[src/rtl/uart_tx_arbiter.sv]
// Round-robin scheduler sharing one UART byte transmitter among NUM_REQ producers.
// Define UART_TX_ARB_TIMEOUT_EN to add the WAIT_ACK watchdog and sticky err flag.
module uart_tx_arbiter #(
    parameter int NUM_REQ        = 4,
    parameter int GAP_CYCLES     = 16,
    parameter int TIMEOUT_CYCLES = 1024
) (
    input  logic                 clk,
    input  logic                 rst,
    input  logic [NUM_REQ-1:0]   req,
    input  logic [NUM_REQ*8-1:0] req_data,
    output logic [NUM_REQ-1:0]   ack,
    output logic                 tx_start,
    output logic [7:0]           tx_data,
    input  logic                 tx_done,
    output logic                 busy,
    output logic [2:0]           grant_idx,
    output logic                 err
);
    localparam int               GAP_W    = (GAP_CYCLES > 0) ? $clog2(GAP_CYCLES + 1) : 1;
    localparam logic [GAP_W-1:0] GAP_LAST = GAP_W'((GAP_CYCLES > 0) ? GAP_CYCLES - 1 : 0);
    localparam logic [3:0]       NREQ4    = 4'(NUM_REQ);
    localparam logic [2:0]       PTR_RST  = 3'(NUM_REQ - 1);

    typedef enum logic [2:0] {
        S_IDLE,
        S_START,
        S_WAIT_ACK,
        S_WAIT_DONE,
        S_GAP
    } state_t;

    state_t             state, state_nx;
    logic [2:0]         ptr, ptr_nx;
    logic [GAP_W-1:0]   gap_cnt, gap_cnt_nx;
    logic [NUM_REQ-1:0] ack_nx;
    logic               tx_start_nx;
    logic [7:0]         tx_data_nx;
    logic               busy_nx;
    logic [2:0]         grant_nx;
    logic               err_nx;

    logic [7:0]         req_pad;
    logic [63:0]        data_pad;
    logic [3:0]         pos;
    logic [2:0]         winner;
    logic               found;

`ifdef UART_TX_ARB_TIMEOUT_EN
    localparam int              WD_W    = (TIMEOUT_CYCLES > 0) ? $clog2(TIMEOUT_CYCLES + 1) : 1;
    localparam logic [WD_W-1:0] WD_LAST = WD_W'((TIMEOUT_CYCLES > 0) ? TIMEOUT_CYCLES - 1 : 0);
    logic [WD_W-1:0] wd_cnt, wd_nx;
`else
    // The watchdog limit only matters in the timeout build.
    localparam int unused_timeout = TIMEOUT_CYCLES;
`endif

    // Round-robin search starting just after the last winner, wrapping at NUM_REQ.
    always_comb begin
        req_pad  = 8'(req);
        data_pad = 64'(req_data);
        found    = 1'b0;
        winner   = ptr;
        pos      = '0;
        for (int i = 1; i <= NUM_REQ; i++) begin
            pos = {1'b0, ptr} + 4'(i);
            if (pos >= NREQ4) pos = pos - NREQ4;
            if (!found && req_pad[pos[2:0]]) begin
                found  = 1'b1;
                winner = pos[2:0];
            end
        end
    end

    always_ff @(posedge clk or posedge rst) begin
        if (rst) state <= S_IDLE;
        else     state <= state_nx;
    end

    always_comb begin
        state_nx = state;
        case (state)
            S_IDLE:      if (found) state_nx = S_START;
            S_START:     state_nx = S_WAIT_ACK;
            S_WAIT_ACK: begin
                if (tx_done) state_nx = S_WAIT_DONE;
`ifdef UART_TX_ARB_TIMEOUT_EN
                else if (wd_cnt == WD_LAST) state_nx = S_IDLE;
`endif
            end
            S_WAIT_DONE: if (!tx_done) state_nx = (GAP_CYCLES == 0) ? S_IDLE : S_GAP;
            S_GAP:       if (gap_cnt == GAP_LAST) state_nx = S_IDLE;
            default:     state_nx = S_IDLE;
        endcase
    end

    // Next values of the registered outputs; the grant is taken on the IDLE->START edge.
    always_comb begin
        ack_nx      = '0;
        tx_start_nx = 1'b0;
        tx_data_nx  = tx_data;
        grant_nx    = grant_idx;
        ptr_nx      = ptr;
        gap_cnt_nx  = '0;
        busy_nx     = (state_nx != S_IDLE);
        if (state == S_IDLE && found) begin
            ack_nx      = NUM_REQ'(1) << winner;
            tx_start_nx = 1'b1;
            tx_data_nx  = data_pad[{winner, 3'b000} +: 8];
            grant_nx    = winner;
            ptr_nx      = winner;
        end
        if (state == S_GAP && state_nx == S_GAP) gap_cnt_nx = gap_cnt + GAP_W'(1);
`ifdef UART_TX_ARB_TIMEOUT_EN
        wd_nx  = (state == S_WAIT_ACK && state_nx == S_WAIT_ACK) ? wd_cnt + WD_W'(1) : '0;
        err_nx = err | (state == S_WAIT_ACK && state_nx == S_IDLE);
`else
        err_nx = 1'b0;
`endif
    end

    always_ff @(posedge clk or posedge rst) begin
        if (rst) begin
            ack       <= '0;
            tx_start  <= 1'b0;
            tx_data   <= 8'h00;
            busy      <= 1'b0;
            grant_idx <= 3'd0;
            err       <= 1'b0;
            ptr       <= PTR_RST;
            gap_cnt   <= '0;
`ifdef UART_TX_ARB_TIMEOUT_EN
            wd_cnt    <= '0;
`endif
        end else begin
            ack       <= ack_nx;
            tx_start  <= tx_start_nx;
            tx_data   <= tx_data_nx;
            busy      <= busy_nx;
            grant_idx <= grant_nx;
            err       <= err_nx;
            ptr       <= ptr_nx;
            gap_cnt   <= gap_cnt_nx;
`ifdef UART_TX_ARB_TIMEOUT_EN
            wd_cnt    <= wd_nx;
`endif
        end
    end

endmodule

[config.mk]
export PLATFORM = sky130hd
export DESIGN_NAME = uart_tx_arbiter
export DESIGN_NICKNAME = d
export VERILOG_FILES = /design/src/rtl/uart_tx_arbiter.sv
export SDC_FILE = /design/constraint.sdc
export NUM_CORES = 1
export LEC_CHECK = 0
export ABC_AREA = 0
export CORE_ASPECT_RATIO = 0.8
export CORE_MARGIN = 2
export CORE_UTILIZATION = 46
export CTS_BUF_LIST = sky130_fd_sc_hd__clkbuf_16
export DETAILED_ROUTE_END_ITERATION = 7
export HOLD_SLACK_MARGIN = 0.06
export PLACE_DENSITY = 0.84
export REMOVE_ABC_BUFFERS = 1
export SLEW_MARGIN = 15
export SYNTH_ARGS = -nofsm -noshare
export SYNTH_HDL_FRONTEND = slang
export SYNTH_SLANG_ARGS = --single-unit
[constraint.sdc]
create_clock -name clk -period 3.5 [get_ports clk]
set_input_delay 0.7 -clock clk [delete_from_list [all_inputs] [get_ports clk]]
set_output_delay 0.7 -clock clk [all_outputs]
set_load 0.01 [all_outputs]
# Word-level counts from Yosys, hierarchy flattened
# Index checks and enable logic that the tools add are counted.
# W data, S select, Z words.
[totals] mem_bits_ro=0 regBits=28 ramBits=0 n_memories=0 latch_bits=0 out_inout_bits=18 elab_cells=71
[classes] n_eq_ne=6 n_div=0 mux=28 n_reduce_logical=10 n_lt_le_gt_ge=8 addsub=9 shifts=2 bitwise=0 n_mul=0
[ops] cell="$shiftx A64 B7 Y8" n=1
[ops] cell="$mux W3" n=12
[ops] cell="$ge A4 B3 Y1 const B" n=4
[ops] cell="$lt A3 B4 Y1 const B" n=4
[ops] cell="$pmux W3 S5" n=1
[ops] cell="$bmux W1 S3" n=4
[ops] cell="$sub A3 B3 Y3 const B" n=4
[ops] cell="$mux W1" n=9
[ops] cell="$add A3 B2 Y4 const B" n=2
[ops] cell="$eq A3 B2 Y1 const B" n=2
[ops] cell="$eq A3 B3 Y1 const B" n=2
[ops] cell="$add A5 B1 Y5 const B" n=1
[ops] cell="$eq A5 B4 Y1 const B" n=1
[ops] cell="$logic_and A1 B1 Y1" n=5
[ops] cell="$mux W5" n=1
[ops] cell="$add A3 B1 Y4 const B" n=1
[ops] cell="$add A3 B3 Y4 const B" n=1
[ops] cell="$mux W4" n=1
[ops] cell="$shl A1 B3 Y4 const A" n=1
[ops] cell="$eq A3 B1 Y1 const B" n=1
[ops] cell="$logic_not A1 Y1" n=3
[ops] cell="$logic_not A3 Y1" n=1
[ops] cell="$reduce_bool A3 Y1" n=1

# Logic depth before layout (Yosys ltp)
# Gate-level depths: netlist of the first run.
[depth] ltp_word=20 ltp_mapped=11

# Worst setup path before layout of the first run
# Ideal clock, no wire load.
[synth_timing] kind="reg-to-reg" startpoint="register ptr[1]" endpoint="register tx_data[2]" path_stages_with_launch=12 arrival_ns=2.517 path_slack_ns=0.845 period_less_slack_ns=2.655 t_required_ns=3.362 n_path_buf=3 path_cell_list="dfstp_2 buf_2 inv_1 ha_1 buf_6 mux2i_1 o21ba_1 a311o_4 buf_6 and3_1 a211oi_1 o31ai_1"
[synth_between] elab_chain_len=16 word_cells_on_any_way=40 classes_between="8 x add/sub; 4 x order compare; 1 x shift; 20 x mux; 7 x reduce/logical"
[synth_rtl] element="from (decl)" line="34" source="logic [2:0] ptr, ptr_nx;"
[synth_rtl] element="from (signal assigned)" line="142" source="ptr <= ptr_nx;"
[synth_rtl] element="$add A3 B1 Y4" line="66" source="pos = {1'b0, ptr} + 4'(i);"
[synth_rtl] element="$ge A4 B3 Y1 or $sub A3 B3 Y3 (tied branches)" line="67" source="if (pos >= NREQ4) pos = pos - NREQ4;"
[synth_rtl] element="$mux W3" line="67"
[synth_rtl] element="$bmux W1 S3" line="68" source="if (!found && req_pad[pos[2:0]]) begin"
[synth_rtl] element="$mux W1 (not written as such)" line="68"
[synth_rtl] element="$mux W1" line="68"
[synth_rtl] element="$logic_not A1 Y1" line="68"
[synth_rtl] element="$logic_and A1 B1 Y1" line="68"
[synth_rtl] element="$mux W1" line="68"
[synth_rtl] element="$logic_not A1 Y1" line="68"
[synth_rtl] element="$logic_and A1 B1 Y1" line="68"
[synth_rtl] element="$mux W1" line="68"
[synth_rtl] element="$logic_not A1 Y1" line="68"
[synth_rtl] element="$logic_and A1 B1 Y1" line="68"
[synth_rtl] element="$mux W3 or $mux W1 (tied branches)" line="68"
[synth_rtl] element="$shiftx A64 B7 Y8 or $logic_and A1 B1 Y1 (tied branches)" line="109, 106"
[synth_rtl] element="to (signal assigned)" line="138" source="tx_data <= tx_data_nx;"
[synth_rtl] element="to (decl)" line="14" source="output logic [7:0] tx_data,"
# Parallel ways exist; a longest one is shown, timed or not. The select of a mux whose other input is x is not followed.
# A chain may end at the register's enable or synchronous reset.

# Worst setup path in the final report of the first run
[layout_timing] startpoint="register ptr[0]" endpoint="register tx_data[3]"
# Same word-level chain as after synthesis.

==> out/qor.txt, run 1 <==
clk_skew = 2.806 ps
CTS tree = done
gr ovfl total = 0
I/O pin count = 57
M2 GR Usage = 31.88%
flops & latches, synth = 27
min cycle time layout = 2938 ps
WP data arrival = 3080 ps
Hold Slack = 458.2 ps
DIE AREA = 4202 µm²
VDD IR max = 0.4821 mV
GR met1 Demand/Resource = 24.62%
global-route wire length before repair = 6168 µm
DIE HEIGHT = 58.38 µm
GR Util met3 = 4.452%
startpoint types = flop
EDFF count, synth = 0
Area Growth Syn to Fin = 35.25%
LEAKAGE = 0.001002 µW
mapped cell area = 1700 µm²
critical path peak fanout = 18
multi-input logic area = 898.4 µm²
Core Util, Final = 65.81%
clk slew on worst S/H paths = 70 ps
Sink Count = 27
kind of critical path = reg2reg
number of DRC markers in iteration 0 = 97
vias per cell = 5.588
Final Hold Violating Endpoints = 0
Final Setup Violations = 0
largest net degree at the start of global routing = 28
CP required = 3640 ps
Reg area = 678.2 µm²
# H-tree levels = 1
largest stage delay on the critical path = 670 ps
worst-skew pair later-pin latency = 260 ps
most common cell after layout, fill and taps aside = clkdlybuf4s50_1
Pre-antenna DRT Iters = 4
sequential-to-total area share from yosys stat = 39.88%
core footprint = 3495 µm²
Final Total Pwr = 2067 µW
number of I/O port buffers = 55
GP Congestion = 0.8073
Placed Area = 2217 µm²
Distinct cells, synth = 48
Worst-Margin Slew = 977.4 ps
post-cts sizing count = 0
CP cell instances = inv_2, ha_1, mux2i_1, a21oi_1, a41oi_4, nand2_4, a211oi_1, o31ai_1
global-route layer with the greatest usage = met2
final net count = 259
initial antenna violation count = 0
ys async rst share = 100.0%
Largest delay share family, worst path = compound AO/OA/AOI/OAI gates
Tot GR Track Use = 18.56%
maxcap violations = 0
Hold Path Class = reg2reg
Starting Density = 48.66%
deepest clock path buffer count = 2
Setup crit end kind = flop
Vias = 1436
slew margin rel. = 34.77%
Final Max Slew Viols = 0
fillers = 291
Post-CTS Hold Buffers = 0
layout cell share with drive strength beyond 1 = 13.95%
setup TNS = 0 ps
most frequent cells in the layout = clkdlybuf4s50_1, dfrtp_1, nand2_1
vias in the first global route = 1353
Antenna Cells = 0
wire per inst = 14.54 µm
CTS Buf Count = 3
FMAX = 340.3 MHz
predominant post-synthesis flop cell = dfrtp_1
Crit path buffers/inverters = 1
Post-Syn Instances = 166
synthesis warning total = 0
Die Wd = 71.98 µm
Post-DRT Antenna Nets = 0
P per Cell Area = 898.9 nW/µm²
drt drc = 0
synthesized area per cell = 10.24 µm²
setup bufs post-CTS = 0
crit share post-route = 83.95%
drt total wl = 3738 µm
Rows = 19
final instance area = 2300 µm²
DP Wirelength = 2739 µm
RSZ-0062 raised after global routing = false
Slowest cell on crit path = dfstp_2
Clk Tree Root Cell = clkbuf_16
status = completed
-- state kept, by name (all words and copies together) (netlist names) --
name	flops
grant_idx	3
tx_data	8
ptr	2
state	3
gap_cnt	5
tx_start	1
busy	1
ack	4
-- Yosys cell counts (all sizes together), types with 2 or more instances --
library cell,instances,area (µm²)
and3,17,113.9
a311o,2,30.03
a31o,2,17.52
a21oi,5,25.02
mux2i,7,70.07
o21ai,3,15.01
nand2,18,77.58
clkbuf,2,8.750
a31oi,4,46.29
o31ai,9,81.33
dfstp,2,52.55
inv,8,30.03
ha,4,50.05
a211oi,16,150.1
or2,2,12.51
nand3,2,10.01
dfrtp,25,625.6
nor2,12,45.04
buf,9,85.08
-- cell type report --
cell class              count  area share, %
multi-input cells         120          39.06
repair buffers             56          24.27
clock buffers               3          3.264
clock inverters             1         0.3264
flip-flops and latches     27          29.49
inverters                   8          1.306
well taps                  42          2.285
-- routing by layer --
layer  up-vias  share of wire (%)
li1        702                  -
met5         -                  0
met2        49                 48
met3         2                6.4
met4         0               0.27
met1       683                 46
-- where the power goes --
part,internal (µW),switching [µW]
Combinational,575,690
Sequential,440,104
Clock,155,102
Total,1170,896
-- path summary, 6_finish.rpt --
path / start / to / slack [ps] / cells after the start
max: ptr[0]$_DFFE_PP1P_ / tx_data[3]$_DFFE_PP0P_ / 560 / 8
min: gap_cnt[0]$_DFF_PP0_ / gap_cnt[0]$_DFF_PP0_ / 460 / 1
max reg2reg: ptr[0]$_DFFE_PP1P_ / tx_data[3]$_DFFE_PP0P_ / 560 / 8
min reg2reg: gap_cnt[0]$_DFF_PP0_ / gap_cnt[0]$_DFF_PP0_ / 460 / 1
max in group asynchronous: rst / tx_data[4]$_DFFE_PP0P_ / 1930 / 2
min in group asynchronous: rst / gap_cnt[0]$_DFF_PP0_ / 970 / 2
-- per-stage QoR --
step / cells / setup slack (ps)
3_5_place_dp: 253 / 569.8
4_1_cts: 257 / 551.1
5_1_grt: 257 / 294.5
2_1_floorplan: 155 / 634.0
6_report: 257 / 561.6
3_3_place_gp: 253 / 660.6
-- cells by family after synthesis --
kind of cell               Yosys count  share of synthesized area (%)
other                                1                         0.2205
buffers and inverters               19                          7.284
adders and majority gates            4                          2.943
and+or+nand+nor                     60                          19.28
muxes                                7                          4.121
xor gates and xnor gates             2                          1.030
DFF                                 27                          39.88
AOI/OAI and AO/OA                   46                          25.24
Power figures use the tool's default switching activity.
==> inputs of run 2 (changes only) <==
clock period = 2.8 ns   (was 3.5 ns; I/O delays follow)
==> run 2 against run 1 <==
Compared with the run above: clock power grew 25%; design area grew 2.7%; via count grew 3.1%; die area is the same; highest routed layer unchanged; critical path depth is the same; combinational power grew 39%.
==> out/qor.txt, run 2 (synthesis gave the netlist of run 1 again) <==
status = completed
DP Wirelength = 2938 µm (+7.3%)
Cell Count Post-Placement = 257 (+1.6%)
final worst setup slack = 171.6 ps (-389.9 ps)
Post-DRT Antenna Nets = 0 (unchanged)
Setup crit end kind = flop
wire per inst = 15.70 µm (+7.9%)
Largest Register = tx_data
worst-skew pair later-pin latency = 260 ps (about the same)
critical path peak fanout = 18 (unchanged)
met2 routed WL = 1882 µm (+5.6%)
CTS Buf Count = 3 (unchanged)
startpoint types = flop
Post-CTS Hold Buffers = 0 (unchanged)
CP cell instances = inv_1, ha_4, mux2i_2, o21ba_1, a311o_4, nand2_4, or2b_1, nor2_1
DRT met1 WL = 1946 µm (+14%)
crit share post-route = 93.87% (+9.9 points)
Tot GR Track Use = 21.53% (+3.0 points)
Non-Filler Instances = 263 (+2.3%)
clk_skew = 1.088 ps (-1.718 ps)
Starting Density = 48.66% (unchanged)
FMAX = 380.5 MHz (+12%)
largest stage delay on the critical path = 530 ps (-140 ps)
dpl ws = -39.00 ps (-608.8 ps)
Vias = 1480 (+3.1%)
deepest clock path buffer count = 2 (unchanged)
max FFs per register = 8 (unchanged)
number of DRC markers in iteration 0 = 161 (+66%)
WP data arrival = 2820 ps (-260 ps)
initial antenna violation count = 0 (unchanged)
CTS tree = done
VDD IR max = 0.6841 mV (+42%)
global-route wire length before repair = 7017 µm (+14%)
number of I/O port buffers = 55 (unchanged)
clk slew on worst S/H paths = 60 ps (about the same)
GP Congestion = 0.8780 (+8.8%)
min cycle time layout = 2628 ps (-310.1 ps)
DIE AREA = 4202 µm² (unchanged)
Final Max Slew Viols = 0 (unchanged)
I/O pin count = 57 (unchanged)
layout cell share with drive strength beyond 1 = 17.65% (+3.7 points)
drt drc = 0 (unchanged)
drt total wl = 4129 µm (+10%)
Core Util, Final = 67.60% (+1.8 points)
Slowest cell on crit path = dfstp_2
vias per cell = 5.627 (+0.71%)
RSZ-0062 raised after global routing = false
Die Wd = 71.98 µm (unchanged)
most common cell after layout, fill and taps aside = clkdlybuf4s50_1
# H-tree levels = 1 (unchanged)
final net count = 265 (+2.3%)
fillers = 277 (-4.8%)
top flop regs = tx_data (8), gap_cnt (5), ack (4)
vias in the first global route = 1465 (+8.3%)
gr ovfl total = 0 (unchanged)
Antenna Cells = 0 (unchanged)
Final Hold Violating Endpoints = 0 (unchanged)
Pre-antenna DRT Iters = 4 (unchanged)
LEAKAGE = 0.001032 µW (+3.0%)
Final Setup Violations = 0 (unchanged)
CP required = 2990 ps (-650 ps)
Hold Path Class = reg2reg
top layer in use = met4
Clk Tree Root Cell = clkbuf_16
DIE HEIGHT = 58.38 µm (unchanged)
Sink Count = 27 (unchanged)
Hold Slack = 463.9 ps (+5.727 ps)
r2r setup slk = 170 ps (-390 ps)
maxcap violations = 0 (unchanged)
kind of critical path = reg2reg
largest net degree at the start of global routing = 19 (-32%)
core footprint = 3495 µm² (unchanged)
Met3 Wirelength = 275 µm (+14%)
P per Cell Area = 1158 nW/µm² (+29%)
Rows = 19 (unchanged)
Area Growth Syn to Fin = 38.93%
most frequent cells in the layout = clkdlybuf4s50_1, dfrtp_1, nand2_1
[run 2: changes by cell type in the layout (fill, tap and decap cells not counted), sizes merged]
| cell | previous run | this run |
|---|---|---|
| clkinvlp | 1 | 0 |
| clkinv | 0 | 1 |
| buf | 1 | 7 |
[run 2: worst max-delay path: cells and delay by family (launching register included)]
| family | cells | cell delay (ps) |
|---|---|---|
| adder cells (fa/ha/maj) | 1 | 350 |
| buffers and inverters | 1 | 90 |
| AO/OA/AOI/OAI | 2 | 670 |
| multiplexers | 1 | 260 |
| AND/OR/NAND/NOR | 3 | 640 |
| flip-flops | 1 | 530 |
[run 2: timing repair]
action,CTS,global route
buffers inserted,0,2
setup endpoints to repair,11,16
resized for setup,1,3
pin swaps,1,2
[run 2: stage by stage]
step                total power (µW)  area, µm²  setup TNS (ps)
global placement                2291       2247               0
CTS                             2668       2330               0
detailed placement              2327       2247          -39.00
finish                          2735       2362               0
floorplan                       1752       1607          -314.3
global route                    2940       2362               0
[run 2: layout make-up]
cell class	count	area, µm²	area share, %
Clock buffer	3	75.07	3.178
Clock inverter	1	5.005	0.2119
Inverter	8	30.03	1.271
Multi-Input combinational cell	120	918.4	38.88
Sequential cell	27	678.2	28.71
Tap cell	42	52.55	2.225
Timing Repair Buffer	62	603.1	25.53
[run 2: path summary, 6_finish.rpt]
kind	endpoint	startpoint	cells past startpoint
setup / recovery	ack[1]$_DFF_PP0_	ptr[1]$_DFFE_PP1P_	8
setup reg to reg	ack[1]$_DFF_PP0_	ptr[1]$_DFFE_PP1P_	8
hold reg to reg	gap_cnt[0]$_DFF_PP0_	gap_cnt[0]$_DFF_PP0_	1
hold / removal	gap_cnt[0]$_DFF_PP0_	gap_cnt[0]$_DFF_PP0_	1
min in group asynchronous	gap_cnt[4]$_DFF_PP0_	rst	2
max in group asynchronous	ptr[0]$_DFFE_PP1P_	rst	3
[run 2: metal layers]
metal | vias to the layer above | track usage, %
met5 | - | 0
met4 | 0 | 4.852
met3 | 4 | 4.623
met2 | 64 | 34.52
met1 | 696 | 30.22
li1 | 716 | -
[run 2: where the power goes]
| part | total (µW) | internal [µW] | leakage (µW) | switching (µW) |
|---|---|---|---|---|
| registers | 641 | 549 | 0.000343 | 92.4 |
| logic | 1770 | 810 | 0.000648 | 964 |
| clock network | 320 | 192 | 0.0000409 | 127 |
